File: src/rtl/temp_sample_filter.sv
// rtl/temp_sample_filter.sv - moving-average temperature filter with min/max tracking and hysteretic alarm
module temp_sample_filter #(
  parameter int                 LOG2_DEPTH = 2,
  parameter logic signed [12:0] T_HIGH     = 13'sd480,
  parameter logic signed [12:0] T_LOW      = 13'sd448
) (
  input  logic        sys_clk_pin,
  input  logic        rst,
  input  logic        sample_valid,
  input  logic [15:0] sample_raw,
  input  logic        clear_stats,
  output logic [12:0] avg_temp,
  output logic        avg_valid,
  output logic        primed,
  output logic [12:0] min_temp,
  output logic [12:0] max_temp,
  output logic        stats_valid,
  output logic        alarm
);

  localparam int SW    = 13 + LOG2_DEPTH;
  localparam int DEPTH = 1 << LOG2_DEPTH;
  localparam logic [LOG2_DEPTH:0] FILL_FULL = (LOG2_DEPTH+1)'(DEPTH);

  typedef enum logic {IDLE, ALARM} state_t;

  state_t                  state;
  logic signed [12:0]      win_buf [DEPTH];
  logic [LOG2_DEPTH-1:0]   wp;
  logic [LOG2_DEPTH:0]     fill;
  logic signed [SW-1:0]    sum;
  logic                    upd_pending;

  logic signed [12:0]      t;
  logic signed [SW-1:0]    t_ext;
  logic signed [SW-1:0]    old_ext;
  logic signed [SW-1:0]    sum_shifted;
  logic signed [12:0]      avg_next;
  logic                    unused_flags;

  assign t            = $signed(sample_raw[15:3]);
  assign unused_flags = ^sample_raw[2:0];
  assign t_ext        = {{LOG2_DEPTH{t[12]}}, t};
  assign old_ext      = {{LOG2_DEPTH{win_buf[wp][12]}}, win_buf[wp]};
  assign sum_shifted  = sum >>> LOG2_DEPTH;
  assign avg_next     = sum_shifted[12:0];

  always_ff @(posedge sys_clk_pin) begin
    if (rst) begin
      for (int i = 0; i < DEPTH; i++) win_buf[i] <= '0;
      wp          <= '0;
      fill        <= '0;
      sum         <= '0;
      upd_pending <= 1'b0;
      primed      <= 1'b0;
      avg_temp    <= '0;
      avg_valid   <= 1'b0;
      min_temp    <= '0;
      max_temp    <= '0;
      stats_valid <= 1'b0;
      state       <= IDLE;
      alarm       <= 1'b0;
    end else begin
      upd_pending <= sample_valid;
      avg_valid   <= 1'b0;

      if (sample_valid) begin
        sum         <= sum + t_ext - old_ext;
        win_buf[wp] <= t;
        wp          <= wp + LOG2_DEPTH'(1);
        if (fill != FILL_FULL) fill <= fill + (LOG2_DEPTH+1)'(1);
        if (fill == FILL_FULL - (LOG2_DEPTH+1)'(1)) primed <= 1'b1;

        if (!stats_valid || clear_stats) begin
          min_temp <= t;
          max_temp <= t;
        end else begin
          if (t < $signed(min_temp)) min_temp <= t;
          if (t > $signed(max_temp)) max_temp <= t;
        end
        stats_valid <= 1'b1;
      end else if (clear_stats) begin
        stats_valid <= 1'b0;
      end

      // The average and the alarm decision both use the sum settled on the previous edge.
      if (upd_pending && primed) begin
        avg_temp  <= avg_next;
        avg_valid <= 1'b1;
        case (state)
          IDLE: if (avg_next > T_HIGH) begin
            state <= ALARM;
            alarm <= 1'b1;
          end
          ALARM: if (avg_next < T_LOW) begin
            state <= IDLE;
            alarm <= 1'b0;
          end
          default: begin
            state <= IDLE;
            alarm <= 1'b0;
          end
        endcase
      end
    end
  end

endmodule

File: config.mk
export PLATFORM = sky130hd
export DESIGN_NAME = temp_sample_filter
export DESIGN_NICKNAME = d
export VERILOG_FILES = /design/src/rtl/temp_sample_filter.sv
export SDC_FILE = /design/constraint.sdc
export NUM_CORES = 1
export LEC_CHECK = 0
export ABC_AREA = 1
export CORE_AREA = 8 8 154 127
export CTS_BUF_LIST = sky130_fd_sc_hd__clkbuf_4 sky130_fd_sc_hd__clkbuf_8
export DETAILED_ROUTE_END_ITERATION = 7
export DIE_AREA = 0 0 162 135
export SLEW_MARGIN = 30
export SYNTH_ARGS = -nofsm -noshare
export SYNTH_HDL_FRONTEND = slang
export SYNTH_SLANG_ARGS = --single-unit
File: constraint.sdc
create_clock -name sys_clk_pin -period 6.1 [get_ports sys_clk_pin]
set_input_delay 1.83 -clock sys_clk_pin [delete_from_list [all_inputs] [get_ports sys_clk_pin]]
set_output_delay 1.83 -clock sys_clk_pin [all_outputs]
set_load 0.02 [all_outputs]
==> reports/metrics.yaml, run 1 <==
cts_buffer_depth: 2
min_path_cells: 2
die_area_um2: 21900
tightest_slew_ps: 785
hold_violations: 0
first_pass_iters: 5
boundaryPins: 63
syn_avg_cell_area_um2: 8.37
min_path_type: "flop to flop"
synth_ff_type: "dfxtp_1"
antenna_cells: 0
placed_cells: 1053
filler_cell_count: 1705
place_congestion: 0.829
setup_tns_ps: 0
nNetsFinal: 925
grt_overflow: 0
cts_setup_buffers: 0
synth_edf_count: 52
leakage_nw: 3.41
cts.repair.resized: 0
drive_gt1_frac: 0.107
h-tree-depth: 4
total_power_mw: 2.70
ys_ff_latch: 119
grt_max_degree: 56
fin_skew_ps: 11.5
required_ps: 6420
ir_drop_mv: 0.150
ant_nets: 0
drc: 0
crit_type: "input pin to flop"
cts_tree: "done"
die_w_um: 162
slowest_stage: "fa_1"
final_cell_area_um2: 7790
max_stage_delay_ps: 590
powerDensity_nw_per_um2: 346
arrival_ps: 4670
async_flop_share: 0
area_growth_pct: 17.3
slew_headroom: 0.476
num_rows: 43
path_clk_slew_ps: 60
finalSetupViolCount: 0
initialDrtViolationCount: 291
layout_setup_ws_ps: 1750
seq_area_frac_synth: 0.437
start_kind: "input pin"
io_buffer_count: 59
fmax_mhz: 230
maxCapViolCount: 0
cts-root-buf: "clkbuf_8"
path_cells: "clkdlybuf4s50_1 > inv_1 > fa_1 > inv_1 > ha_1 > a21oi_1 > o21ai_1 > nand2_1 > nand3_1 > a21oi_1 > nand2_1 > nand2_1 > o22ai_1"
coreArea_um2: 17000
place_ws_ps: 1370
status: "finished clean"
fp.dieH_um: 135
syn_nets: 872
grt_use_met1: 0.202
cts_hold_buf: 0
r2r_cells: 14
grt_pass1_vias: 4892
cts_buffers: 17
busiest_layer: "met2"
grt_util_met2: 0.223
cp_common_cell: "nand2_1"
syn_inst: 794
final_util: 0.458
dpl_cell_area_um2: 7370
holdWs_ps: 476
layoutNonFillerInstCount: 1085
netlist-cell-type-count: 40
initial_core_util: 0.391
drt_wl_total_um: 15800
avgRoutedWirePerCell_um: 14.6
post-route-period-util: 0.714
yosys_warnings: 0
vias: 5242
critPathMaxFanout: 7
gr-usage-met3: 0.0447
antenna_found_initial: 0
track_usage: 0.149
rsz0062_at_grt: "false"
slew_violations: 0
syn_area_um2: 6640
grt_pass1_wl_um: 25700
insertion_delay_ps: 440
dp_hpwl_um: 11300
cts.sinks: 119
endpoint_kind: "flop"
period_needed_ps: 4350
viasPerCell: 4.83
## Yosys cell counts, drive strengths merged, types with 3 or more instances
cell	count	area (um2)
a21oi	70	399
a31oi	3	18.8
buf	14	121
clkbuf	17	63.8
dfxtp	67	1340
edfxtp	52	1560
fa	14	280
ha	44	551
inv	126	473
nand2	102	413
nand3	50	300
nor2	127	519
nor3	6	30.0
o21ai	67	335
o21bai	3	22.5
o22ai	18	113
## per-layer routing
metal	routed length, um	up-vias
met1	7920	2396
met5	0	-
met4	142	0
li1	-	2717
met2	6900	118
met3	870	11
## critical path: cells and delay by family
kind                     cells  cell delay (ps)
adder cells (fa/ha/maj)      2              950
AND/OR/NAND/NOR              4              370
AO/OA/AOI/OAI                4              730
buffers and inverters        3              780
## logic make-up (layout without fill, tap and decap cells)
kind of cell    after synthesis  count (layout)  synth area share
fa+ha+maj                    58              58             0.125
xor+xnor                      2               2           0.00264
buf+inv                     158             224            0.0996
flops                       119             119             0.437
compound gates              169             169             0.143
simple gates                288             288             0.193
## final timing paths
kind            startpoint        end  slack (ps)
max          sample_raw[6]    sum[14]        1750
min            upd_pending  avg_valid         480
max reg2reg           flop    sum[14]        2720
min reg2reg    upd_pending  avg_valid         480
## area by class of cell
| class | instances | area (um2) | area share |
|---|---|---|---|
| Timing Repair Buffer | 65 | 631 | 0.0810 |
| Clock inverter | 11 | 155 | 0.0199 |
| Tap cell | 225 | 282 | 0.0361 |
| Multi-Input combinational cell | 517 | 3080 | 0.395 |
| Sequential cell | 119 | 2900 | 0.373 |
| Clock buffer | 21 | 264 | 0.0339 |
| Inverter | 127 | 477 | 0.0612 |
## flip-flops by register name, indices dropped and copies added (netlist names), named ones only
signal,cells
alarm,1
avg_temp,13
avg_valid,1
fill,3
max_temp,13
min_temp,13
primed,1
state,1
stats_valid,1
sum,15
upd_pending,1
win_buf,52
wp,2
## cell usage in the layout, fill, tap and decap left out, drive strengths merged, types with 44 or more instances in the layout
cell type	n
clkdlybuf4s50	58
nand3	50
nand2	102
a21oi	70
ha	44
inv	126
nor2	127
o21ai	67
dfxtp	67
edfxtp	52
## power breakdown
| group | switching (mW) | internal, mW |
|---|---|---|
| Combinational | 0.621 | 0.348 |
| Clock | 0.314 | 0.457 |
| Sequential | 0.0403 | 0.917 |
| Total | 0.975 | 1.72 |
Power figures use the tool's default switching activity.
==> run 2: changes to the inputs <==
==> constraint.sdc (replaced) <==
create_clock -name sys_clk_pin -period 3.7 [get_ports sys_clk_pin]
set_input_delay 1.11 -clock sys_clk_pin [delete_from_list [all_inputs] [get_ports sys_clk_pin]]
set_output_delay 1.11 -clock sys_clk_pin [all_outputs]
set_load 0.02 [all_outputs]
==> run 2 against run 1 <==
Compared with the run above: sequential share of layout area decreased by 1.8 points; routed wire length rose by 8.3%; clock skew increased by 1.0 ps; largest power group unchanged.
==> reports/metrics.yaml, run 2 (synthesis results as in run 1) <==
path_cells: "clkdlybuf4s50_1 > inv_1 > fa_1 > inv_1 > ha_1 > a21oi_1 > o21ai_1 > nand2_1 > nand3_1 > a21oi_1 > nand2_1 > nand2_1 > o22ai_1"  # unchanged
cts_buffers: 17  # unchanged
initial_core_util: 0.391  # unchanged
track_usage: 0.162  # was 0.149
nNetsFinal: 975  # was 925
leakage_nw: 3.64  # was 3.41 nW
grt_pass1_wl_um: 28000  # was 25,700 um
viasPerCell: 4.84  # was 4.83
num_rows: 43  # unchanged
cts_hold_buf: 0  # unchanged
post-route-period-util: 0.915
tightest_slew_ps: 793  # was 785 ps
antenna_found_initial: 0  # unchanged
cts_tree: "done"  # unchanged
mostFrequentLayoutCells: "116 x nor2_1, 115 x inv_1, 92 x nand2_1"  # unchanged
largest_register_ffs: 52  # unchanged
slew_headroom: 0.471  # was 0.476
slew_violations: 0  # unchanged
max_stage_delay_ps: 550  # was 590 ps
drc: 0  # unchanged
grt_overflow: 0  # unchanged
total_power_mw: 4.81  # was 2.70 mW
boundaryPins: 63  # unchanged
ir_drop_mv: 0.280  # was 0.150 mV
maxCapViolCount: 0  # unchanged
setup_tns_ps: 0  # unchanged
cts-root-buf: "clkbuf_8"  # unchanged
arrival_ps: 3710  # was 4670 ps
drt_wl_total_um: 17100  # was 15,800 um
h-tree-depth: 4  # unchanged
top_register: "win_buf"  # unchanged
required_ps: 4020  # was 6420 ps
first_pass_iters: 5  # unchanged
area_growth_pct: 23.3  # was 17.3%
die_area_um2: 21900  # unchanged
die_w_um: 162  # unchanged
io_buffer_count: 59  # unchanged
final_util: 0.482  # was 0.458
place_ws_ps: -96.3  # was 1370 ps
endpoint_kind: "flop"  # unchanged
reg.largest.list: "win_buf x52, sum x15"  # unchanged
cts_setup_buffers: 0  # unchanged
dp_hpwl_um: 12400  # was 11,300 um
fp.dieH_um: 135  # unchanged
crit_type: "input pin to flop"  # unchanged
cp_common_cell: "nand2_1"  # unchanged
slowest_stage: "fa_1"  # unchanged
antenna_cells: 0  # unchanged
grt_pass1_vias: 5261  # was 4,892
start_kind: "input pin"  # unchanged
ant_nets: 0  # unchanged
avgRoutedWirePerCell_um: 15.1  # was 14.6 um
status: "finished clean"  # unchanged
insertion_delay_ps: 440  # about the same
period_needed_ps: 3390
initialDrtViolationCount: 352  # was 291
rsz0062_at_grt: "false"  # unchanged
layout_commonest_cell: "nor2_1"  # unchanged
vias: 5493  # was 5,242
cts_buffer_depth: 2  # unchanged
grt_max_degree: 55  # was 56
cts.repair.resized: 0  # unchanged
fmax_mhz: 295
hold_violations: 0  # unchanged
layoutNonFillerInstCount: 1135  # was 1,085
cts.sinks: 119  # unchanged
place_congestion: 0.859  # was 0.829
min_path_type: "flop to flop"  # unchanged
path_clk_slew_ps: 70  # was 60 ps
powerDensity_nw_per_um2: 587  # was 346 nW/um2
drive_gt1_frac: 0.157  # was 0.107
placed_cells: 1103  # was 1,053
finalSetupViolCount: 0  # unchanged
fin_skew_ps: 12.5  # was 11.5 ps
critPathMaxFanout: 4  # was 7
coreArea_um2: 17000  # unchanged
layout_setup_ws_ps: 314  # was 1750 ps
-- run 2: cell count changes in the layout (fill, tap and decap cells not counted), sizes merged --
cell	change
clkbuf	-3
buf	+50
bufinv	+1
clkinvlp	+4
clkinv	-2
-- run 2: area by class of cell --
cell class                      count  area (um2)
Fill cell                        1684        8810
Inverter                          127         477
Sequential cell                   119        2900
Timing Repair Buffer              115        1010
Clock inverter                     14         206
Tap cell                          225         282
Multi-Input combinational cell    517        3080
Clock buffer                       18         241
-- run 2: path summary, 6_finish.rpt --
check	startpoint	end	slack, ps	cells past startpoint
max reg2reg	flop	sum[12]	470	16
max	sample_raw[6]	sum[14]	310	13
min	upd_pending	avg_valid	470	2
min reg2reg	upd_pending	avg_valid	470	2
-- run 2: worst max-delay path: cells and delay by family --
family | cells | cell delay, ps
adders and majority gates | 2 | 890
buffers and inverters | 3 | 690
AOI/OAI and AO/OA | 4 | 660
and+or+nand+nor | 4 | 360
-- run 2: per-layer routing --
layer | vias to the layer above | share of wire | global-route usage
li1 | 2816 | - | -
met1 | 2559 | 0.51 | 0.226
met2 | 107 | 0.44 | 0.248
met3 | 11 | 0.047 | 0.0411
met4 | 0 | 0.0051 | 0.0385
met5 | - | 0 | 0
-- run 2: through the flow --
stage,area [um2],hold WS [ps]
after global placement,7750,463
after floorplan,6640,443
after global routing,8190,497
after CTS,8190,470
final,8190,469
after detailed placement,7750,463
-- run 2: where the power goes --
group          switching (mW)  internal [mW]  leakage [nW]
Combinational            1.10          0.783          2.34
Clock                   0.547          0.802         0.212
Sequential             0.0669           1.51          1.09
Total                    1.71           3.10          3.64
